$ cat src/rtl/fir_mac_tdm.sv
// Time-multiplexed multi-channel FIR: one delay line per channel, double-buffered
// coefficients, 4-stage pipeline (accept, multiply, add, round/saturate).
module fir_mac_tdm #(
  parameter int TAPS  = 5,
  parameter int DW    = 8,
  parameter int CW    = 16,
  parameter int CH    = 3,
  parameter int OW    = 16,
  parameter int SHIFT = 8,
  localparam int AW   = (TAPS > 1) ? $clog2(TAPS) : 1,
  localparam int CHW  = (CH > 1) ? $clog2(CH) : 1
) (
  input  logic                 clk,
  input  logic                 rst_n,
  input  logic                 coef_we,
  input  logic [AW-1:0]        coef_addr,
  input  logic signed [CW-1:0] coef_data,
  input  logic                 coef_commit,
  input  logic                 in_valid,
  input  logic [CHW-1:0]       in_ch,
  input  logic [DW-1:0]        in_data,
  output logic                 out_valid,
  output logic [CHW-1:0]       out_ch,
  output logic signed [OW-1:0] out_data,
  output logic                 out_sat
);

  localparam int PW = CW + DW + 1;              // product width
  localparam int SW = PW + $clog2(TAPS);        // adder-tree width, cannot overflow
  localparam int RW = SW + 1;                   // headroom for the rounding constant
  localparam int XW = (RW > OW) ? RW : OW + 1;  // comparison width for saturation

  localparam logic signed [RW-1:0] RND  = ({{(RW-1){1'b0}}, 1'b1} << SHIFT) >> 1;
  localparam logic signed [XW-1:0] MAXV = {{(XW-OW+1){1'b0}}, {(OW-1){1'b1}}};
  localparam logic signed [XW-1:0] MINV = {{(XW-OW+1){1'b1}}, {(OW-1){1'b0}}};

  logic [DW-1:0]        dline [CH][TAPS];
  logic signed [CW-1:0] coef_sh  [TAPS];
  logic signed [CW-1:0] coef_act [TAPS];

  logic                 accept;
  logic [DW-1:0]        shift_taps [TAPS];

  logic                 s1_valid, s2_valid, s3_valid;
  logic [CHW-1:0]       s1_ch, s2_ch, s3_ch;
  logic [DW-1:0]        s1_taps [TAPS];
  logic signed [PW-1:0] prod    [TAPS];
  logic signed [PW-1:0] s2_prod [TAPS];
  logic signed [SW-1:0] sum;
  logic signed [SW-1:0] s3_sum;
  logic signed [RW-1:0] rounded;
  logic signed [XW-1:0] rounded_x;
  logic signed [OW-1:0] sat_data;
  logic                 sat_flag;

  assign accept = in_valid && (int'(in_ch) < CH);

  // Post-shift view of the addressed channel's delay line.
  always_comb begin
    // NOTE: every always_comb output gets a default first so no path can infer a latch.
    for (int k = 0; k < TAPS; k++) shift_taps[k] = '0;
    shift_taps[0] = in_data;
    for (int c = 0; c < CH; c++) begin
      if (in_ch == CHW'(c)) begin
        for (int k = 1; k < TAPS; k++) shift_taps[k] = dline[c][k-1];
      end
    end
  end

  // NOTE: delay lines and coefficient banks are reset because post-reset results must see zero history.
  always_ff @(posedge clk or negedge rst_n) begin
    if (!rst_n) begin
      for (int c = 0; c < CH; c++)
        for (int k = 0; k < TAPS; k++) dline[c][k] <= '0;
      for (int k = 0; k < TAPS; k++) begin
        coef_sh[k]  <= '0;
        coef_act[k] <= '0;
      end
    end else begin
      if (accept) begin
        for (int c = 0; c < CH; c++)
          if (in_ch == CHW'(c))
            for (int k = 0; k < TAPS; k++) dline[c][k] <= shift_taps[k];
      end
      // Out-of-range addresses match no slot; a commit copies the pre-write shadow.
      for (int k = 0; k < TAPS; k++)
        if (coef_we && coef_addr == AW'(k)) coef_sh[k] <= coef_data;
      if (coef_commit) coef_act <= coef_sh;
    end
  end

  // NOTE: sequential state uses non-blocking assignments so every stage samples pre-edge values.
  always_ff @(posedge clk or negedge rst_n) begin
    if (!rst_n) begin
      s1_valid <= 1'b0;
      s2_valid <= 1'b0;
      s3_valid <= 1'b0;
      s1_ch    <= '0;
      s2_ch    <= '0;
      s3_ch    <= '0;
    end else begin
      s1_valid <= accept;
      s2_valid <= s1_valid;
      s3_valid <= s2_valid;
      if (accept) s1_ch <= in_ch;
      s2_ch <= s1_ch;
      s3_ch <= s2_ch;
    end
  end

  // Datapath registers are qualified by the valid chain, so they carry no reset.
  always_ff @(posedge clk) begin
    if (accept) s1_taps <= shift_taps;
    s2_prod <= prod;
    s3_sum  <= sum;
  end

  // S1 uses the active bank as it stands in the cycle after acceptance.
  always_comb begin
    for (int k = 0; k < TAPS; k++)
      prod[k] = PW'($signed({1'b0, s1_taps[k]})) * PW'(coef_act[k]);
  end

  always_comb begin
    sum = '0;
    for (int k = 0; k < TAPS; k++) sum = sum + SW'(s2_prod[k]);
  end

  always_comb begin
    rounded   = (RW'(s3_sum) + RND) >>> SHIFT;
    rounded_x = XW'(rounded);
    sat_data  = rounded_x[OW-1:0];
    sat_flag  = 1'b0;
    if (rounded_x > MAXV) begin
      sat_data = MAXV[OW-1:0];
      sat_flag = 1'b1;
    end else if (rounded_x < MINV) begin
      sat_data = MINV[OW-1:0];
      sat_flag = 1'b1;
    end
  end

  // Result fields hold their last value while no result is in flight.
  always_ff @(posedge clk or negedge rst_n) begin
    if (!rst_n) begin
      out_valid <= 1'b0;
      out_ch    <= '0;
      out_data  <= '0;
      out_sat   <= 1'b0;
    end else begin
      out_valid <= s3_valid;
      if (s3_valid) begin
        out_ch   <= s3_ch;
        out_data <= sat_data;
        out_sat  <= sat_flag;
      end
    end
  end

endmodule

$ cat config.mk
export PLATFORM = sky130hd
export DESIGN_NAME = fir_mac_tdm
export DESIGN_NICKNAME = d
export VERILOG_FILES = /design/src/rtl/fir_mac_tdm.sv
export SDC_FILE = /design/constraint.sdc
export NUM_CORES = 2
export LEC_CHECK = 0
export ABC_AREA = 1
export ABC_CLOCK_PERIOD_IN_PS = 5900
export CORE_ASPECT_RATIO = 1.75
export CORE_MARGIN = 8
export CORE_UTILIZATION = 25
export CTS_BUF_LIST = sky130_fd_sc_hd__clkbuf_4
export CTS_CLUSTER_DIAMETER = 40
export DETAILED_ROUTE_END_ITERATION = 10
export SLEW_MARGIN = 40
export SYNTH_ARGS = -nofsm -noshare
export SYNTH_HDL_FRONTEND = slang
export SYNTH_SLANG_ARGS = --single-unit
$ cat constraint.sdc
create_clock -name clk -period 5.9 [get_ports clk]
set_input_delay 1.18 -clock clk [delete_from_list [all_inputs] [get_ports clk]]
set_output_delay 1.18 -clock clk [all_outputs]
set_load 0.005 [all_outputs]
==> flow_summary.json <==
{
  "fin_worst_skew_ns": 0.145,
  "worst_hold_path_type": "register to register",
  "synth_simple_gate_area_frac": 0.145,
  "grt_pass1_vias": 35200,
  "synth_top_family_by_area": "adder cells",
  "finalSetupTns_ns": 0,
  "core_area_sq_um": 174000,
  "rsz0062_at_grt": "false",
  "place_congestion": 0.892,
  "met3_usage": 0.0164,
  "synthTopCellsByArea": "fa_1 27%, dfrtp_1 16%, inv_1 12%, nand2_1 11%, ha_1 7.9%",
  "grt_pass1_wl_mm": 190,
  "worstMarginPinSlew_ns": 0.815,
  "synth.top_cell.area_share": 0.268,
  "syn_area_per_cell_sq_um": 8.32,
  "final_nets": 6134,
  "ant_nets": 0,
  "yosysMostFrequentCell": "inv_1",
  "critPathRequiredTime_ns": 6.78,
  "arrival_ns": 6.17,
  "fp.dieW_microns": 332,
  "cp-end-kind": "register",
  "startpoint_type": "register",
  "synthAdderAreaFrac": 0.347,
  "crit_fanout": 16,
  "grt.overflow.total": 0,
  "synth_compound_area_frac": 0.0593,
  "report.final.hold_viol_count": 0,
  "cts_buffers": 119,
  "synth_seq_area_share": 0.257,
  "maxCapViolCount": 0,
  "synth_top_flop_cell": "dfrtp_1",
  "netlist_instances": 5257,
  "synth_fp_nets": 6154,
  "fmax_mhz": 189,
  "die_y_microns": 569,
  "synth_xor_area_frac": 0.0292,
  "period_share": 0.896,
  "wire_per_inst_microns": 15.9,
  "clockRootBuffer": "clkbuf_4",
  "status": "complete, no violations",
  "max_slew_margin": 0.456,
  "grt.total_usage": 0.127,
  "h-tree-depth": 3,
  "use_met2": 0.256,
  "die_area_sq_um": 189000,
  "yosys.area.top_type": "fa_1",
  "drtIter0Drc": 1605,
  "min_period_ns": 5.29,
  "yosysUniqueCellTypes": 43,
  "grt_max_degree": 83,
  "clk_path_buf_depth": 3,
  "placementRows": 203,
  "dr.pass1.iters": 6,
  "synth_edf_count": 40,
  "viasPerCell": 4.28,
  "numClockSinks": 471,
  "synth_seq_cells": 471,
  "fillers": 18800,
  "grt_use_met1": 0.125,
  "ctsHoldBuffers": 1,
  "antenna_found_initial": 8,
  "synthMuxAreaShare": 0.0206,
  "hpwl_mm": 100,
  "slew_viol_final": 0,
  "synth_warnings": 0,
  "syn_to_final_growth_pct": 10.5,
  "synthArstFlopShare": 0.605,
  "synth_top_cells_by_count": "1423 x inv_1, 1286 x nand2_1, 586 x fa_1",
  "clk_latency_ns": 1.07,
  "io_buffer_count": 53,
  "worstSetupPathType": "register to register",
  "grt-busiest-layer": "met2",
  "initial_core_util": 0.251,
  "setup_viol": 0,
  "cts_post_setup_buffers_inserted": 0,
  "drc": 0,
  "cts_tree": "done",
  "vias": 32500,
  "wl_mm": 120,
  "drive_gt1_frac": 0.0611,
  "pin_count": 54,
  "clk_pin_slew_ns": 0.07,
  "cts_resized": 0,
  "netlist_area_sq_um": 43800
}
critical path, stage by stage (launching register included):
cell	delay [ns]
edfxtp_1	0.82
nand2_1	0.28
fa_1	0.68
fa_1	0.55
inv_1	0.06
fa_1	0.54
inv_1	0.05
fa_1	0.48
inv_1	0.04
ha_1	0.41
nand2_1	0.17
nor4_1	0.41
o21ai_0	0.15
nand3_1	0.13
xor2_1	0.39
metrics by stage:
stage	hold slack [ns]	setup slack [ns]	cell area [sq um]	utilization	instances
2_1_floorplan	0.331	1.42	43800	-	5257
3_3_place_gp	0.340	0.725	46400	0.266	7362
3_5_place_dp	0.343	0.674	46600	0.267	7370
4_1_cts	0.355	0.681	48300	0.277	7592
5_1_grt	0.355	0.397	48300	0.277	7594
6_report	0.353	0.615	48300	0.277	7595
cells by family after synthesis:
logic type	after synthesis
buffers and inverters	1642
AND/OR/NAND/NOR	1592
adder cells (fa/ha/maj)	863
flip-flops	471
AO/OA/AOI/OAI	463
XOR/XNOR	146
multiplexers	80
registers in the layout (all words and copies together) (netlist names):
signal,flops
out_sat,1
s1_ch,2
s1_taps,40
out_ch,2
s2_ch,2
s1_valid,1
s2_valid,1
coef_sh,80
coef_act,80
dline,96
s3_ch,2
s3_valid,1
out_valid,1
s2_prod,125
out_data,16
s3_sum,21
cell type report:
cell class | count | area, sq um | share of cell area
inverter | 1423 | 5340 | 0.110
tap | 2255 | 2820 | 0.0584
antenna | 3 | 7.51 | 0.000155
clock buffer | 167 | 1250 | 0.0259
timing repair buffer | 78 | 821 | 0.0170
clock inverter | 54 | 490 | 0.0101
multi-input combinational | 3144 | 26400 | 0.545
sequential | 471 | 11300 | 0.233
layout by cell type, fill, tap and decap left out, types with 4 or more instances in the layout:
master / n
ha_1: 277
nand3b_1: 4
edfxtp_1: 40
nand2_1: 1286
xor2_1: 85
clkinv_1: 28
nor2_4: 5
dfxtp_1: 146
xnor2_1: 61
bufinv_16: 9
mux2_2: 80
a31oi_1: 6
clkinv_2: 11
nand2_2: 8
nand4_1: 27
a21o_1: 20
fa_1: 586
nand3_1: 88
clkdlybuf4s50_1: 51
dfrtp_1: 285
a211oi_1: 9
inv_6: 4
a221oi_1: 4
o221ai_1: 30
o21bai_1: 13
inv_1: 1422
nor2_1: 130
o21ai_0: 231
clkbuf_4: 167
a21oi_1: 136
nor3_1: 15
buf_4: 17
nor4_1: 18
metal layers:
| layer | part of all wire | vias up |
|---|---|---|
| li1 | - | 15500 |
| met1 | 0.36 | 15900 |
| met2 | 0.56 | 761 |
| met3 | 0.035 | 315 |
| met4 | 0.051 | 2 |
| met5 | 0.00011 | - |
final timing paths:
kind,startpoint,end,slack [ns],cells after the start
setup / recovery,s1_taps[32]$_DFFE_PP_,s2_prod[122]$_DFF_P_,0.61,14
hold / removal,s2_ch[0]$_DFF_PN0_,s3_ch[0]$_DFF_PN0_,0.35,0
setup reg to reg,s1_taps[32]$_DFFE_PP_,s2_prod[122]$_DFF_P_,0.61,14
hold reg to reg,s2_ch[0]$_DFF_PN0_,s3_ch[0]$_DFF_PN0_,0.35,0
max in group asynchronous,rst_n,s2_valid$_DFF_PN0_,3.92,4
min in group asynchronous,rst_n,dline[34]$_DFFE_PN0P_,0.66,2
Power is not shown: default switching activity piles up to over one toggle a cycle in this logic, so the estimate is an artifact.
